## config.mk

```make
export PLATFORM = sky130hd
export DESIGN_NAME = uart_rx_fifo
export DESIGN_NICKNAME = d
export VERILOG_FILES = /design/src/rtl/uart_rx_fifo.sv
export SDC_FILE = /design/constraint.sdc
export NUM_CORES = 1
export LEC_CHECK = 0
export ABC_AREA = 1
export BUFFER_PORTS_ARGS = -buffer_cell sky130_fd_sc_hd__buf_2
export CORE_MARGIN = 5
export CORE_UTILIZATION = 55
export CTS_CLUSTER_DIAMETER = 60
export CTS_CLUSTER_SIZE = 16
export DETAILED_ROUTE_END_ITERATION = 8
export HOLD_SLACK_MARGIN = 0.12
export PLACE_DENSITY_LB_ADDON = 0.05
export SETUP_SLACK_MARGIN = 0.2
export SYNTH_ARGS = -nofsm -noshare
export SYNTH_HDL_FRONTEND = slang
export SYNTH_SLANG_ARGS = --single-unit
```

## constraint.sdc

```tcl
create_clock -name clk -period 2.4 [get_ports clk]
set_clock_uncertainty 0.1 [all_clocks]
set_input_delay 0.48 -clock clk [delete_from_list [all_inputs] [get_ports clk]]
set_output_delay 0.48 -clock clk [all_outputs]
set_load 0.05 [all_outputs]
```

## src/rtl/uart_rx_fifo.sv

```systemverilog
// uart_rx_fifo: configurable UART receiver with glitch rejection,
// parity/framing checks and a valid/ready word FIFO.
module uart_rx_fifo #(
  parameter int CLKS_PER_BIT = 868,
  parameter int DATA_BITS    = 8,
  parameter int PARITY       = 0,
  parameter int STOP_BITS    = 1,
  parameter int FIFO_DEPTH   = 4
) (
  input  logic                           clk,
  input  logic                           reset,
  input  logic                           rx_serial,
  input  logic                           rx_ready,
  output logic                           rx_data_valid,
  output logic [DATA_BITS-1:0]           rx_data,
  output logic                           rx_parity_err,
  output logic                           rx_frame_err,
  output logic                           overrun,
  output logic [$clog2(FIFO_DEPTH):0]    fifo_count
);

  localparam int CW = $clog2(CLKS_PER_BIT);
  localparam int AW = $clog2(FIFO_DEPTH);
  localparam int WW = DATA_BITS + 2;

  localparam logic [CW-1:0] HALF_M1 = CW'(CLKS_PER_BIT / 2 - 1);
  localparam logic [CW-1:0] FULL_M1 = CW'(CLKS_PER_BIT - 1);
  localparam logic [3:0]    DB_M1   = 4'(DATA_BITS - 1);
  localparam logic [3:0]    SB_M1   = 4'(STOP_BITS - 1);
  localparam logic [AW:0]   DEPTH   = (AW+1)'(FIFO_DEPTH);
  localparam logic          ODD     = (PARITY == 1);

  typedef enum logic [2:0] {
    S_IDLE,
    S_START,
    S_DATA,
    S_PAR,
    S_STOP
  } state_t;

  logic       sync1;
  logic       rx_s;
  logic [1:0] settle;

  state_t                 state, state_n;
  logic [CW-1:0]          cnt, cnt_n;
  logic [3:0]             bit_cnt, bit_cnt_n;
  logic [DATA_BITS-1:0]   shreg, shreg_n;
  logic                   par_err, par_err_n;
  logic                   frm_err, frm_err_n;
  logic                   armed, armed_n;
  logic                   push, push_n;

  logic [WW-1:0] mem [FIFO_DEPTH];
  logic [AW-1:0] wr_ptr;
  logic [AW-1:0] rd_ptr;
  logic [AW:0]   count;
  logic          full;
  logic          do_pop;
  logic          do_push;
  logic [WW-1:0] head;

  // Two-flop synchroniser; settle masks the reset-value ones it emits.
  always_ff @(posedge clk or negedge reset) begin
    if (!reset) begin
      sync1  <= 1'b1;
      rx_s   <= 1'b1;
      settle <= 2'b00;
    end else begin
      sync1  <= rx_serial;
      rx_s   <= sync1;
      settle <= {settle[0], 1'b1};
    end
  end

  // Receiver state register.
  always_ff @(posedge clk or negedge reset) begin
    if (!reset) begin
      state   <= S_IDLE;
      cnt     <= '0;
      bit_cnt <= '0;
      shreg   <= '0;
      par_err <= 1'b0;
      frm_err <= 1'b0;
      armed   <= 1'b0;
      push    <= 1'b0;
    end else begin
      state   <= state_n;
      cnt     <= cnt_n;
      bit_cnt <= bit_cnt_n;
      shreg   <= shreg_n;
      par_err <= par_err_n;
      frm_err <= frm_err_n;
      armed   <= armed_n;
      push    <= push_n;
    end
  end

  // Receiver next-state: mid-bit sampling of start, data, parity, stop.
  always_comb begin
    state_n   = state;
    cnt_n     = cnt;
    bit_cnt_n = bit_cnt;
    shreg_n   = shreg;
    par_err_n = par_err;
    frm_err_n = frm_err;
    armed_n   = armed;
    push_n    = 1'b0;
    unique case (state)
      S_IDLE: begin
        if (settle[1] && rx_s) armed_n = 1'b1;
        if (armed && !rx_s) begin
          state_n   = S_START;
          cnt_n     = '0;
          bit_cnt_n = '0;
          armed_n   = 1'b0;
        end
      end
      S_START: begin
        if (cnt == HALF_M1) begin
          cnt_n     = '0;
          par_err_n = 1'b0;
          frm_err_n = 1'b0;
          state_n   = rx_s ? S_IDLE : S_DATA;
        end else begin
          cnt_n = cnt + 1'b1;
        end
      end
      S_DATA: begin
        if (cnt == FULL_M1) begin
          cnt_n   = '0;
          shreg_n = {rx_s, shreg[DATA_BITS-1:1]};
          if (bit_cnt == DB_M1) begin
            bit_cnt_n = '0;
            state_n   = (PARITY != 0) ? S_PAR : S_STOP;
          end else begin
            bit_cnt_n = bit_cnt + 1'b1;
          end
        end else begin
          cnt_n = cnt + 1'b1;
        end
      end
      S_PAR: begin
        if (cnt == FULL_M1) begin
          cnt_n     = '0;
          par_err_n = (^{shreg, rx_s}) ^ ODD;
          state_n   = S_STOP;
        end else begin
          cnt_n = cnt + 1'b1;
        end
      end
      S_STOP: begin
        if (cnt == FULL_M1) begin
          cnt_n = '0;
          if (!rx_s) frm_err_n = 1'b1;
          if (bit_cnt == SB_M1) begin
            bit_cnt_n = '0;
            state_n   = S_IDLE;
            push_n    = 1'b1;
          end else begin
            bit_cnt_n = bit_cnt + 1'b1;
          end
        end else begin
          cnt_n = cnt + 1'b1;
        end
      end
      default: state_n = S_IDLE;
    endcase
  end

  assign full    = (count == DEPTH);
  assign do_pop  = rx_data_valid && rx_ready;
  assign do_push = push && (!full || do_pop);

  // FIFO pointers, occupancy and overrun pulse.
  always_ff @(posedge clk or negedge reset) begin
    if (!reset) begin
      wr_ptr  <= '0;
      rd_ptr  <= '0;
      count   <= '0;
      overrun <= 1'b0;
    end else begin
      overrun <= push && full && !do_pop;
      if (do_push) wr_ptr <= wr_ptr + 1'b1;
      if (do_pop)  rd_ptr <= rd_ptr + 1'b1;
      unique case ({do_push, do_pop})
        2'b10:   count <= count + 1'b1;
        2'b01:   count <= count - 1'b1;
        default: count <= count;
      endcase
    end
  end

  // FIFO storage: word plus its error flags.
  always_ff @(posedge clk) begin
    if (do_push) mem[wr_ptr] <= {frm_err, par_err, shreg};
  end

  assign head          = mem[rd_ptr];
  assign rx_data_valid = (count != '0);
  assign rx_data       = rx_data_valid ? head[DATA_BITS-1:0] : '0;
  assign rx_parity_err = rx_data_valid & head[DATA_BITS];
  assign rx_frame_err  = rx_data_valid & head[DATA_BITS+1];
  assign fifo_count    = count;

endmodule

```

# After elaboration in Yosys (flattened, before gate mapping)
# Memories as Yosys holds them, arrays and structs flattened.
# Cells that the tools add are included.
# op_classes
add_sub_neg,6
mul,0
n_div,0
order_cmp,0
eq_ne,18
shift,0
muxes,34
bitwise_logic,2
reduce_logical,28
# ops
operator,count
two-way mux 10 bit,3
case mux 10 bit (3 select lines),1
two-way mux 3 bit,7
two-way mux 4 bit,5
inequality test 2 bit (second input constant),8
case mux 3 bit (5 select lines),1
case mux 4 bit (3 select lines),1
two-way mux 1 bit,11
adder 10 x 1 -> 10 bit (second input constant),1
equality test 10 bit (second input constant),1
equality test 10 x 9 -> 1 bit (second input constant),1
nonzero test 3 bit,3
XOR reduction 9 bit,1
two-way mux 8 bit,1
AND reduction 4 bit,2
nonzero test 2 bit,4
AND reduction 7 bit,1
equality test 3 x 2 -> 1 bit (second input constant),2
equality test 3 bit (second input constant),2
logical AND 1 bit,6
case mux 3 bit (2 select lines),1
AND reduction 2 bit,3
adder 2 x 1 -> 2 bit (second input constant),2
adder 4 x 1 -> 4 bit (second input constant),1
other kinds (15),19
# word_totals
reg_bits,41
latchBits,0
mem_bits_rw,40
mem_bits_ro,0
inputBits,4
output_inout_bits,15
word_cells,104
mem_count,1
# mem_list
memory,depth,width,read_ports,rd_clocked_by_memory_dff,wr,line_no,rtl
mem,4,10,1,0,1,54,logic [WW-1:0] mem [FIFO_DEPTH];

# Logic depth before layout (Yosys ltp)
# depth
word_depth,6
mapped_depth,11
depth_no_buf,11

# Worst setup path before layout
# Ideal clock, no wire load.
# synth_timing
kind,flip-flop to output port
from,reg count[1] (netlist: fifo_count[1])
to,out rx_data[0]
arrival_ns,2.249
t_required_ns,1.820
path_slack_ns,-0.429
stages_incl_launch_ff,6
n_path_buf,1
path_cell_list,dfrtp_1 -> nor2_2 -> nand2_1 -> inv_2 -> clkbuf_1 -> a21oi_1
# synth_between
elab_chain_len,2
# synth_rtl
item,line_no,rtl
start: declaration,57,logic [AW:0] count;
start signal: assignment,187,2'b10: count <= count + 1'b1;
start signal: assignment,188,2'b01: count <= count - 1'b1;
start signal: assignment,189,default: count <= count;
nonzero test 3 bit,200,assign rx_data_valid = (count != '0);
named net rx_data_valid,14,"output logic rx_data_valid,"
two-way mux 8 bit,201,assign rx_data = rx_data_valid ? head[DATA_BITS-1:0] : '0;
end: declaration,15,"output logic [DATA_BITS-1:0] rx_data,"
# The timed path passes the listed nets, and every way through them passes these cells.

# Worst setup path after layout
# layout_timing
from,reg rd_ptr[0]
to,out rx_data[5]
# layout_between
elab_chain_len,2
# layout_rtl
item,line_no,rtl
start: declaration,56,logic [AW-1:0] rd_ptr;
start signal: assignment,185,if (do_pop) rd_ptr <= rd_ptr + 1'b1;
memory read (4 x 10 bit),-,
two-way mux 8 bit,201,
# Every way passes these cells.

==> run summary <==
Outcome -> complete, no violations
CP Max Fanout -> 10
CTS root buffer -> clkbuf_8
Pwr Density -> 1170 nW/um^2
Starting density of the core -> 56.5%
Worst path bufs/invs -> 2
Row count -> 31
Met2 Usage GRT -> 33.9%
Met1 global-route usage -> 24.8%
Worst setup path class -> flop to output port
Final Power -> 5.77 mW
Post-Syn Nets -> 449
Largest stage delay, worst path -> 0.50 ns
Cell Area, Synth -> 4080 sq um
Antenna-violating nets left -> 0
Average wire per standard cell -> 14.4 microns
GRT met3 Usage -> 3.52%
Hold Vio Cnt, Final -> 0
CORE AREA -> 7210 sq um
Share of layout cells above drive strength 1 -> 28.9%
Worst-Skew Late Latency -> 0.35 ns
Placed cell area -> 4430 sq um
Final TNS setup -> 0 ns
Vias in the first global route -> 3018
Yosys reg bits -> 81
Antenna diodes -> 0
Drt total wl -> 8340 microns
GRT busiest layer -> met2
Syn-to-layout area delta -> 20.9%
Num Clock Sinks -> 81
Crit start category -> flop
Via density -> 5.19
Final min period -> 2.22 ns
Synth Warn # -> 0
IO Count -> 19
Peak VDD IR -> 0.000719 V
IO Port Bufs -> 18
Tightest Pin Transition -> 0.768 ns
Max cap viols -> 0
Post-route DRC violation count -> 0
CTS tree -> yes
Fill count -> 555
Dominant cell type by area after synthesis -> edfxtp_1
Final setup fails -> 0
Static leakage -> 2.00 nW
H-Tree Depth -> 3
Ranking of synthesized cells by area -> edfxtp_1, dfrtp_1, nand2_1, nor2_1, inv_1
Hold WC Path Type -> flop to flop
Grt ovf -> 0
Routability cong. -> 0.851
Clock-pin slew on the worst setup and hold paths -> 0.08 ns
Design Area, Final -> 4930 sq um
Initial antenna violation count -> 0
Yosys top cell area share -> 29.5%
First-pass GRT wire length -> 14000 microns
Critical path arrival -> 1.64 ns
Fmax -> 450 MHz
Area of the die -> 9230 sq um
Synth cell types -> 39
Top cell by count, worst path -> nor2_1
CTS buffer count -> 9
CTS max path bufs -> 2
First DRT Iteration DRCs -> 92
Cell count after synthesis -> 436
RSZ-0062 raised after global routing -> true
Hpwl dp -> 5590 microns
GRT Resource Usage Total -> 19.8%
Largest net degree at the start of global routing -> 36
Nets -> 489
Non-Filler Instances -> 580
Final core utilization -> 68.3%
WP data required -> 1.82 ns
Height of the die -> 96.1 microns
Critical path's top delay family -> flip-flops
Syn Area/Cell -> 9.35 sq um
Slew Limit Fails -> 0
Slowest CP cell -> dfrtp_2
Chip width -> 96.1 microns
Via count -> 3011
Slew margin rel. -> 48.8%
Cells after DPL -> 554
Critical path capture point type -> output port
Register area share after synthesis -> 54.7%
Crit-path cells -> clkbuf_16 > nor2_1 > nor2_1 > o21ai_1 > a21oi_4 > buf_6
Final worst path period share -> 92.6%
First-pass DRT Iterations -> 4
[what timing repair did]
item,4_1_cts,5_1_grt
gates resized for setup,50,20
endpoints found under the hold margin,4,0
setup endpoints to repair,10,10
hold buffers,2,0
gates cloned,1,1
setup buffers,1,5
[per-stage QoR]
| step | hold slack, ns | worst slack [ns] |
|---|---|---|
| 6_report | 0.255 | 0.177 |
| 5_1_grt | 0.268 | 0.103 |
| 4_1_cts | 0.260 | 0.198 |
| 3_5_place_dp | 0.240 | 0.292 |
| 3_3_place_gp | 0.238 | 0.425 |
| 2_1_floorplan | 0.0844 | 0.257 |
[Yosys cell counts]
library cell,n
a21boi_1,2
a21o_1,1
a21oi_1,13
a21oi_2,1
a31oi_2,1
buf_2,2
buf_6,2
clkbuf_1,4
clkinv_1,1
clkinv_2,1
conb_1,1
dfrtp_1,39
dfstp_2,2
edfxtp_1,40
fa_1,1
ha_1,8
inv_1,41
inv_2,13
nand2_1,85
nand2_2,9
nand2_4,5
nand2_8,2
nand3_1,20
nand3_2,2
nand3b_1,1
nand4_1,3
nand4_4,1
nor2_1,67
nor2_2,5
nor2_4,5
nor2_8,1
nor3_1,3
nor3_2,1
o21ai_0,25
o21ai_1,10
o21ai_2,8
o22ai_1,1
xnor2_1,1
xor2_1,8
[final timing paths]
path                                            from                        end  slack (ns)  cells past startpoint
min                              settle[0]$_DFF_PN0_        settle[1]$_DFF_PN0_        0.25                      0
max reg2reg                fifo_count[1]$_DFFE_PN0P_  fifo_count[2]$_DFFE_PN0P_        0.49                     11
max                            rd_ptr[0]$_DFFE_PN0N_                 rx_data[5]        0.18                      6
min in group asynchronous                      reset         cnt[0]$_DFFE_PN0P_        0.64                      2
min reg2reg                      settle[0]$_DFF_PN0_        settle[1]$_DFF_PN0_        0.25                      0
max in group asynchronous                      reset        par_err$_DFFE_PN0P_        0.95                      3
[sequential cells by signal (all words and copies together) (netlist names)]
name,cells
mem,40
cnt,10
shreg,8
bit_cnt,4
fifo_count,3
state,3
rd_ptr,2
settle,2
wr_ptr,2
armed,1
frm_err,1
overrun,1
par_err,1
push,1
rx_s,1
sync1,1
[logic make-up (layout without fill, tap and decap cells)]
family,Yosys count,in the layout,share of synthesized area (%)
buffers and inverters,64,109,6.36
other,1,1,0.0920
xor gates and xnor gates,9,9,1.93
AOI/OAI and AO/OA,62,62,8.84
and+or+nand+nor,210,210,25.1
DFF,81,81,54.7
adders and majority gates,9,9,2.95
[power by group]
group | switching (mW) | internal [mW] | total (mW)
combinational | 1.89 | 1.04 | 2.93
sequential | 0.172 | 1.58 | 1.75
clock | 0.501 | 0.584 | 1.09
total | 2.56 | 3.20 | 5.77
[cell type report]
class | instances | area, sq um | area share (%)
multi-input combinational | 291 | 1790 | 36.3
tap | 99 | 124 | 2.51
sequential | 81 | 2230 | 45.3
timing repair inverter | 1 | 7.51 | 0.152
timing repair buffer | 36 | 343 | 6.96
clock inverter | 7 | 92.6 | 1.88
clock buffer | 9 | 124 | 2.51
inverter | 56 | 216 | 4.39
[layer usage]
layer | wire length [microns] | part of all wire (%)
met1 | 3530 | 42
met2 | 4370 | 52
met3 | 294 | 3.5
met4 | 148 | 1.8
met5 | 0 | 0
[placed cells by master, fill, tap and decap left out, types with 4 or more instances in the layout]
cell	Yosys	final
nand2_4	5	5
xor2_1	8	8
ha_1	8	8
nand2_2	9	10
o21ai_0	25	5
a21oi_4	0	10
nand2_1	85	84
o21ai_1	10	16
nand3_1	20	20
o21ai_2	8	19
inv_2	13	13
buf_6	2	10
dfrtp_2	0	4
nor2_2	5	6
buf_4	0	12
inv_1	41	40
nor2_4	5	6
nor2_1	67	65
edfxtp_1	40	40
clkbuf_8	0	9
dfrtp_1	39	35
buf_2	2	8
Note: power is estimated with default switching activity, not from simulation.
